File: src/rtl/config_pkg.sv
// Shared FPU configuration: result width and the writeback-buffer entry layout.
package config_pkg;

   localparam int unsigned FLEN       = 64;
   localparam int unsigned FPWB_DEPTH = 2;
   localparam int unsigned REG_W      = 5;
   localparam int unsigned FLAG_W     = 5;

   typedef struct packed {
      logic [REG_W-1:0]  rd;
      logic [FLAG_W-1:0] flags;
      logic [FLEN-1:0]   data;
   } fpwb_entry_t;

   localparam int unsigned ENTRY_W = $bits(fpwb_entry_t);

endpackage

File: src/rtl/fpu_wb_fifo2.sv
// Two-entry in-order FIFO holding packed FPU results; flush clears occupancy only.
// FPU_WB_HAZARD_EN additionally exposes every entry's rd for the hazard compare.
module fpu_wb_fifo2
   import config_pkg::*;
(
   input  logic                      clk,
   input  logic                      reset_n,
   input  logic                      i_push,
   input  logic                      i_pop,
   input  logic                      i_flush,
   input  logic [ENTRY_W-1:0]        i_entry,
   output logic [ENTRY_W-1:0]        o_head_c,
   output logic [1:0]                o_count,
   output logic [FPWB_DEPTH-1:0]     o_valid_c
`ifdef FPU_WB_HAZARD_EN
   ,
   output logic [FPWB_DEPTH*REG_W-1:0] o_rds_c
`endif
);

   fpwb_entry_t r_mem [FPWB_DEPTH];
   logic        r_wr_ptr;
   logic        r_rd_ptr;
   logic [1:0]  r_count;

   // Occupancy and pointers; a simultaneous push/pop leaves the count unchanged.
   always_ff @(posedge clk or negedge reset_n) begin
      if (!reset_n) begin
         r_wr_ptr <= 1'b0;
         r_rd_ptr <= 1'b0;
         r_count  <= 2'd0;
      end else if (i_flush) begin
         r_wr_ptr <= 1'b0;
         r_rd_ptr <= 1'b0;
         r_count  <= 2'd0;
      end else begin
         if (i_push) r_wr_ptr <= ~r_wr_ptr;
         if (i_pop)  r_rd_ptr <= ~r_rd_ptr;
         case ({i_push, i_pop})
            2'b10:   r_count <= r_count + 2'd1;
            2'b01:   r_count <= r_count - 2'd1;
            default: r_count <= r_count;
         endcase
      end
   end

   // Payload storage is never reset; only occupancy defines what is live.
   always_ff @(posedge clk) begin
      if (i_push && !i_flush) r_mem[r_wr_ptr] <= fpwb_entry_t'(i_entry);
   end

   assign o_head_c = r_mem[r_rd_ptr];
   assign o_count  = r_count;

   always_comb begin
      o_valid_c = '0;
      for (int i = 0; i < int'(FPWB_DEPTH); i++) begin
         o_valid_c[i] = (r_count == 2'd2) || ((r_count == 2'd1) && (r_rd_ptr == 1'(i)));
      end
   end

`ifdef FPU_WB_HAZARD_EN
   always_comb begin
      o_rds_c = '0;
      for (int i = 0; i < int'(FPWB_DEPTH); i++) begin
         o_rds_c[i*REG_W +: REG_W] = r_mem[i].rd;
      end
   end
`endif

endmodule

File: src/rtl/fpu_wb_buffer.sv
// FPU writeback buffer: two-entry result FIFO plus sticky fflags accumulation.
// FPU_WB_HAZARD_EN adds rs1/rs2/rs3 inputs and a combinational hazard output.
module fpu_wb_buffer
   import config_pkg::*;
(
   input  logic              clk,
   input  logic              reset_n,
   input  logic              in_valid,
   output logic              in_ready,
   input  logic [FLEN-1:0]   in_data,
   input  logic [4:0]        in_rd,
   input  logic [4:0]        in_flags,
   input  logic              flush,
   output logic              wb_valid,
   input  logic              wb_ready,
   output logic [4:0]        wb_rd,
   output logic [FLEN-1:0]   wb_data,
   output logic [4:0]        fflags,
   input  logic              fflags_wen,
   input  logic [4:0]        fflags_wdata
`ifdef FPU_WB_HAZARD_EN
   ,
   input  logic [4:0]        rs1,
   input  logic [4:0]        rs2,
   input  logic [4:0]        rs3,
   output logic              hazard
`endif
);

   fpwb_entry_t              w_in_entry;
   fpwb_entry_t              w_head;
   logic [1:0]               w_count;
   logic [FPWB_DEPTH-1:0]    w_valid;
   logic                     w_push;
   logic                     w_pop;
   logic [4:0]               r_fflags;
`ifdef FPU_WB_HAZARD_EN
   logic [FPWB_DEPTH*REG_W-1:0] w_rds;
`endif

   assign w_in_entry = '{rd: in_rd, flags: in_flags, data: in_data};
   assign in_ready   = (w_count != 2'(FPWB_DEPTH));
   assign wb_valid   = |w_valid;
   assign w_push     = in_valid && in_ready;
   assign w_pop      = wb_valid && wb_ready;
   assign wb_rd      = w_head.rd;
   assign wb_data    = w_head.data;
   assign fflags     = r_fflags;

   fpu_wb_fifo2 u_fifo (
      .clk       (clk),
      .reset_n   (reset_n),
      .i_push    (w_push),
      .i_pop     (w_pop),
      .i_flush   (flush),
      .i_entry   (w_in_entry),
      .o_head_c  (w_head),
      .o_count   (w_count),
      .o_valid_c (w_valid)
`ifdef FPU_WB_HAZARD_EN
      ,
      .o_rds_c   (w_rds)
`endif
   );

   // A commit's flags still accrue during flush: the write port already took the data.
   always_ff @(posedge clk or negedge reset_n) begin
      if (!reset_n) begin
         r_fflags <= 5'd0;
      end else begin
         r_fflags <= (fflags_wen ? fflags_wdata : r_fflags) | (w_pop ? w_head.flags : 5'd0);
      end
   end

`ifdef FPU_WB_HAZARD_EN
   // The head stays pending through its own pop cycle.
   always_comb begin
      hazard = 1'b0;
      for (int i = 0; i < int'(FPWB_DEPTH); i++) begin
         if (w_valid[i] && ((w_rds[i*REG_W +: REG_W] == rs1) ||
                            (w_rds[i*REG_W +: REG_W] == rs2) ||
                            (w_rds[i*REG_W +: REG_W] == rs3))) begin
            hazard = 1'b1;
         end
      end
   end
`endif

endmodule

File: config.mk
export PLATFORM = sky130hd
export DESIGN_NAME = fpu_wb_buffer
export DESIGN_NICKNAME = d
export VERILOG_FILES = /design/src/rtl/config_pkg.sv /design/src/rtl/fpu_wb_fifo2.sv /design/src/rtl/fpu_wb_buffer.sv
export SDC_FILE = /design/constraint.sdc
export NUM_CORES = 1
export LEC_CHECK = 0
export BUFFER_PORTS_ARGS = -buffer_cell sky130_fd_sc_hd__buf_2
export CORE_AREA = 8 8 96 132
export DETAILED_ROUTE_END_ITERATION = 16
export DIE_AREA = 0 0 104 140
export PLACE_DENSITY = 0.83
export SETUP_SLACK_MARGIN = 0.5
export SYNTH_ARGS = -nofsm -noshare
export SYNTH_HDL_FRONTEND = slang
export SYNTH_SLANG_ARGS = --single-unit
File: constraint.sdc
create_clock -name clk -period 10.43 [get_ports clk]
set_input_delay 2.086 -clock clk [delete_from_list [all_inputs] [get_ports clk]]
set_output_delay 2.086 -clock clk [all_outputs]
set_load 0.02 [all_outputs]
; ---- Yosys cells after proc, flatten, opt, wreduce, memory -nomap -nowiden
; Memories as Yosys holds them, arrays and structs flattened.
; Index checks and enable logic that the tools add are counted.
[word_totals]
n_memories = 1
mem_bits_rw = 148
elab_cells = 37
register_bits = 9
out_inout_bits = 76
[mem_list]
columns = name, depth, word_bits, read_ports, rd_clocked_by_memory_dff, write_ports, line
row1 = u_fifo.r_mem, 2, 74, 1, 0, 1, fpu_wb_fifo2.sv:21  ; fpwb_entry_t r_mem [FPWB_DEPTH];
[classes]
bitwise = 3
n_reduce_logical = 12
add_sub_neg = 2
mux = 10
eq_ne = 5
[ops]
columns = operator, n
row1 = two-way mux 5 bit, 2
row2 = two-way mux 1 bit, 6
row3 = logical AND 1 bit, 5
row4 = bitwise OR 5 bit, 1
row5 = == test 2 x 1 -> 1 bit (second input constant), 2
row6 = == test 2 bit (second input constant), 2
row7 = case mux 2 bit (2 select lines), 1
row8 = nonzero test 2 bit, 2
row9 = nonzero test 3 bit, 1
row10 = adder 2 x 1 -> 2 bit (second input constant), 1
row11 = logical OR 1 bit, 2
row12 = two-way mux 2 bit, 1
row13 = inequality test 2 bit (second input constant), 1
row14 = NOT 1 bit, 2
row15 = OR reduction 2 bit, 1
row16 = subtractor 2 x 1 -> 2 bit (second input constant), 1
row17 = zero test 1 bit, 1

; ---- Logic depth before layout (Yosys ltp)
[logic_depth]
word_depth = 8
depth_mapped = 5
mapped_depth_nobuf = 5

; ---- Modules after synthesis
; From an unflattened synthesis, not the netlist that was laid out.
[hier_totals]
cells_unflattened = 276
area_unflattened_um2 = 5949.5
[by_module_without_submodules]
columns = mod, cells_per_inst, area_each_um2, seq_area_each_um2, instances
row1 = fpu_wb_fifo2, 256, 5704.2, 4544.4, 1
row2 = fpu_wb_buffer, 20, 245.2, 125.1, 1

; ---- Worst setup path after synthesis
; No wires, ideal clock.
[synth_path]
kind = input to register
start = input in_valid
end = memory u_fifo.r_mem[1][0] in the netlist's numbering (enable)
arrival_ns = 7.579
setup_slack_ns = 2.239
required_ns = 9.818
cell_stages = 2
path_cell_list = nand2b_2 nor3b_1
[synth_between]
elab_chain_cells = 4
[synth_lines]
columns = element, line
row1 = from (decl), fpu_wb_buffer.sv:8  ; input logic in_valid,
row2 = logical AND 1 bit, fpu_wb_buffer.sv:44  ; assign w_push = in_valid && in_ready;
row3 = logical AND 1 bit, fpu_wb_fifo2.sv:49  ; if (i_push && !i_flush) r_mem[r_wr_ptr] <= fpwb_entry_t'(i_entry);
row4 = two-way mux 1 bit, fpu_wb_fifo2.sv:49
row5 = two-way mux 1 bit (not written as such), fpu_wb_fifo2.sv:49
row6 = to (decl), fpu_wb_fifo2.sv:21
; Every way passes these cells.

; ---- Worst setup path in the final report
[layout_path]
start = register u_fifo.r_rd_ptr
end = output wb_data[63]
[layout_between]
elab_chain_cells = 1
[layout_lines]
columns = element, line
row1 = from (decl), fpu_wb_fifo2.sv:23  ; logic r_rd_ptr;
row2 = from (signal assigned), fpu_wb_fifo2.sv:38  ; if (i_pop) r_rd_ptr <= ~r_rd_ptr;
row3 = memory read (2 x 74 bit), n/a
row4 = to (decl), fpu_wb_buffer.sv:17  ; output logic [FLEN-1:0] wb_data,
; Every way passes these cells.

==> summary.txt <==
STA
  • Peak Freq: 236 MHz
  • Period utilisation layout: 40.7%
  • Setup repair after global routing missed its margin: no
  • Number of pins with negative max-slew slack in the final report: 0
  • Pin slew with the least headroom to its limit: 1030 ps
  • Min Tclk post-route: 4240 ps
  • Number of endpoints failing setup at the final stage: 0
  • Setup TNS: 0 ps
  • Final hold violation count: 0
  • PnR worst setup slack: 6190 ps
  • Worst Clk Skew: 4.92 ps
  • Remaining max-slew budget at the tightest pin: 31.2%

Logic synthesis
  • Yosys warnings: 0
  • Adder-cell area share of the yosys netlist: 0.625%
  • Post-synthesis xor/xnor area fraction: 0.690%
  • Net count of the mapped netlist: 360
  • Fraction of synthesized area in multiplexers: 15.1%
  • Synth Area in Compound Gates: 1.10%
  • Main combinational cell family by area after synthesis: multiplexers
  • Mean area per synthesized cell: 21.3 sq um
  • Cell count after synthesis: 273
  • Basic-gate share of the synthesized area counting and, or, nand and nor cells: 1.08%
  • Count of state elements after synthesis: 157
  • Part of the Yosys area used for sequential elements: 80.4%
  • Yosys cell types: 26
  • Mapped cell area: 5810 sq um

Placement
  • Estimated wirelength of the detail-placed design: 7.79 mm
  • Port-buffer cells: 160
  • GPL Wtd Cong: 0.744
  • Dpl ws: 6620 ps

Power
  • Max IR drop VDD: 0.145 mV
  • Areal power density over the cells: 250 nW/um^2
  • Static Leak: 2.75 nW

Clocking
  • Clock latency reported for the late side of the worst-skew pair: 400 ps
  • Clock-pin slew reported for the worst setup and hold paths after clock tree synthesis: 60 ps
  • Count of hold-fix buffers inserted at cts: 0
  • Clock tree from TritonCTS: done
  • Post-CTS setup-driven buffer insertion count: 0
  • Number of buffers between clock root and the deepest sink: 2
  • Clock sinks: 157
  • # resized after CTS: 0
  • Clock root buffer master: sky130_fd_sc_hd__clkbuf_16
  • Clock H-tree levels: 4
  • Number of buffers created by CTS: 17

Worst setup path
  • Category of the worst setup path launch point: flop
  • Max stage delay on crit path: 1060 ps
  • Arrival time of the worst setup path: 2160 ps
  • Crit path max-delay cell type: sky130_fd_sc_hd__dfrtp_4
  • Critical path required time: 8340 ps
  • Critical-path cell list: mux2_2, buf_2
  • Setup Crit Path Kind: flop to output pin
  • Kind of capture point of the worst setup path: output pin
  • Largest driver fanout on the critical path: 75

Die
  • Core Box Area: 10,700 sq um
  • Y dimension of the die: 140 um
  • Initial cell density of the core: 54.3%
  • Horizontal die dimension: 104 um
  • Die area: 14,600 sq um
  • Total I/O pin count: 161
  • Number of placement rows: 45

Global route
  • Antenna violations before repair: 5
  • First-pass GRT wire length: 17.4 mm
  • Via count of the first global-routing pass: 3,423
  • Tot GR Track Use: 15.5%
  • Largest net degree at the start of global routing: 76
  • Remaining global-route overflow: 0

Drt
  • DRC violation count after routing: 0
  • Number of iterations in the first detailed-routing pass: 4
  • Final routed wirelength across all metal layers: 11.3 mm
  • Detail Route Antenna Nets: 0
  • Iteration-0 DRC Markers: 100
  • Vias per std cell: 5.12
  • Via total after detailed routing: 3,047
  • Wire length per cell: 19.0 um

Finish
  • Area growth from synthesis to layout: 26.5%
  • Storage element area: 4670 sq um
  • Number of inserted filler cells in the final layout: 733
  • Layout cells sized above 1: 58.5%
  • Multi-input gate area in the final layout: 1090 sq um
  • Layout Nets: 532

Status
  • Run status: completed

Min path
  • Hold Crit Class: flop to flop

Job
  • Max Cap Violations: 0
per-stage QoR:
stage,power [mW],hold WS [ps],std cells,instance area [sq um],utilization (%)
3_5_place_dp,1.25,488,567,6770,63.3
5_1_grt,1.90,522,595,7350,68.7
3_3_place_gp,1.24,475,567,6770,63.3
4_1_cts,1.85,500,594,7350,68.7
2_1_floorplan,1.11,491,273,5810,-
6_report,1.83,496,595,7350,68.7
path summary, 6_finish.rpt:
path,startpoint,end,slack (ps),depth (start not counted)
setup / recovery,u_fifo.r_rd_ptr$_DFFE_PN0P_,wb_data[63],6190,2
hold / removal,fflags[2]$_DFF_PN0_,fflags[2]$_DFF_PN0_,500,2
setup reg to reg,u_fifo.o_count[0]$_DFFE_PN0P_,u_fifo.r_mem[1][42]$_DFFE_PP_,8120,5
hold reg to reg,fflags[2]$_DFF_PN0_,fflags[2]$_DFF_PN0_,500,2
max in group asynchronous,reset_n,u_fifo.r_rd_ptr$_DFFE_PN0P_,8700,1
min in group asynchronous,reset_n,fflags[0]$_DFF_PN0_,1530,1
worst max-delay path, delay by kind of cell, from the launching register on:
family	cells	cell delay (ps)
buffers and inverters	1	160
flip-flops	1	1060
multiplexers	1	430
where the power goes:
group          internal [mW]  switching [mW]  total (mW)  leakage [nW]
clock                  0.393           0.213       0.606         0.280
sequential             0.758          0.0603       0.818          1.46
combinational          0.185           0.225       0.410          1.01
total                   1.34           0.499        1.83          2.75
logic make-up (layout without fill, tap and decap cells):
family,count (synthesis),in the layout
adders and majority gates,3,3
buffers and inverters,12,192
other,0,1
AOI/OAI and AO/OA,8,8
and+or+nand+nor,11,11
muxes,79,79
xor gates and xnor gates,3,3
DFF,157,157
layout make-up:
class,count,area share [%]
inverter,3,0.153
tap,141,2.40
timing repair buffer,162,11.1
multi-input combinational,104,14.8
sequential,157,63.6
antenna,1,0.0341
clock inverter,8,1.99
clock buffer,19,5.89
sequential cells by signal, indices dropped and copies added, names as in the netlist:
| signal | cells |
|---|---|
| fflags | 5 |
| u_fifo.o_count | 2 |
| u_fifo.r_mem | 148 |
| u_fifo.r_rd_ptr | 1 |
| u_fifo.r_wr_ptr | 1 |
synthesized netlist by cell type (all sizes together):
cell type,instances,area [sq um]
and2b,1,8.76
buf,9,46.3
dfrtp,9,225
edfxtp,148,4440
ha,2,25.0
inv,3,11.3
maj3,1,11.3
mux2,69,777
mux2i,10,100
nand2,1,3.75
nand2b,1,8.76
nand3,1,5.00
nor2,3,11.3
nor2b,1,6.26
nor3,1,5.00
nor3b,1,7.51
o211ai,1,7.51
o21a,1,15.0
o21ai,5,25.0
o311ai,1,16.3
or2,1,6.26
xnor2,2,17.5
xnor3,1,22.5
routing by layer:
layer / part of all wire (%) / vias up / track usage (%) / routed length, um
li1: - / 1423 / - / -
met2: 55 / 98 / 27.8 / 6240
met4: 1.9 / 8 / 7.12 / 209
met3: 6.9 / 22 / 6.57 / 775
met1: 36 / 1496 / 14.9 / 4020
met5: 0.44 / - / 0 / 50
placed cells by master (no fill, tap or decap):
cell,n
sky130_fd_sc_hd__nand2_1,1
sky130_fd_sc_hd__dfrtp_4,1
sky130_fd_sc_hd__and2b_2,1
sky130_fd_sc_hd__o21ai_0,3
sky130_fd_sc_hd__or2_2,1
sky130_fd_sc_hd__nor3b_2,1
sky130_fd_sc_hd__o21ai_1,2
sky130_fd_sc_hd__diode_2,1
sky130_fd_sc_hd__inv_1,3
sky130_fd_sc_hd__clkinvlp_4,1
sky130_fd_sc_hd__o211ai_1,1
sky130_fd_sc_hd__clkbuf_1,2
sky130_fd_sc_hd__ha_1,2
sky130_fd_sc_hd__nand3_1,1
sky130_fd_sc_hd__nor2_1,3
sky130_fd_sc_hd__maj3_2,1
sky130_fd_sc_hd__xnor2_1,2
sky130_fd_sc_hd__buf_2,160
sky130_fd_sc_hd__nor2b_1,1
sky130_fd_sc_hd__clkinv_2,2
sky130_fd_sc_hd__nand2b_2,1
sky130_fd_sc_hd__o21a_4,1
sky130_fd_sc_hd__mux2i_1,10
sky130_fd_sc_hd__clkinv_4,1
sky130_fd_sc_hd__bufinv_16,4
sky130_fd_sc_hd__clkbuf_16,17
sky130_fd_sc_hd__xnor3_1,1
sky130_fd_sc_hd__o311ai_2,1
sky130_fd_sc_hd__edfxtp_1,148
sky130_fd_sc_hd__buf_4,2
sky130_fd_sc_hd__mux2_2,69
sky130_fd_sc_hd__dfrtp_1,8
sky130_fd_sc_hd__nor3_2,1
Note: power is estimated with default switching activity, not from simulation.
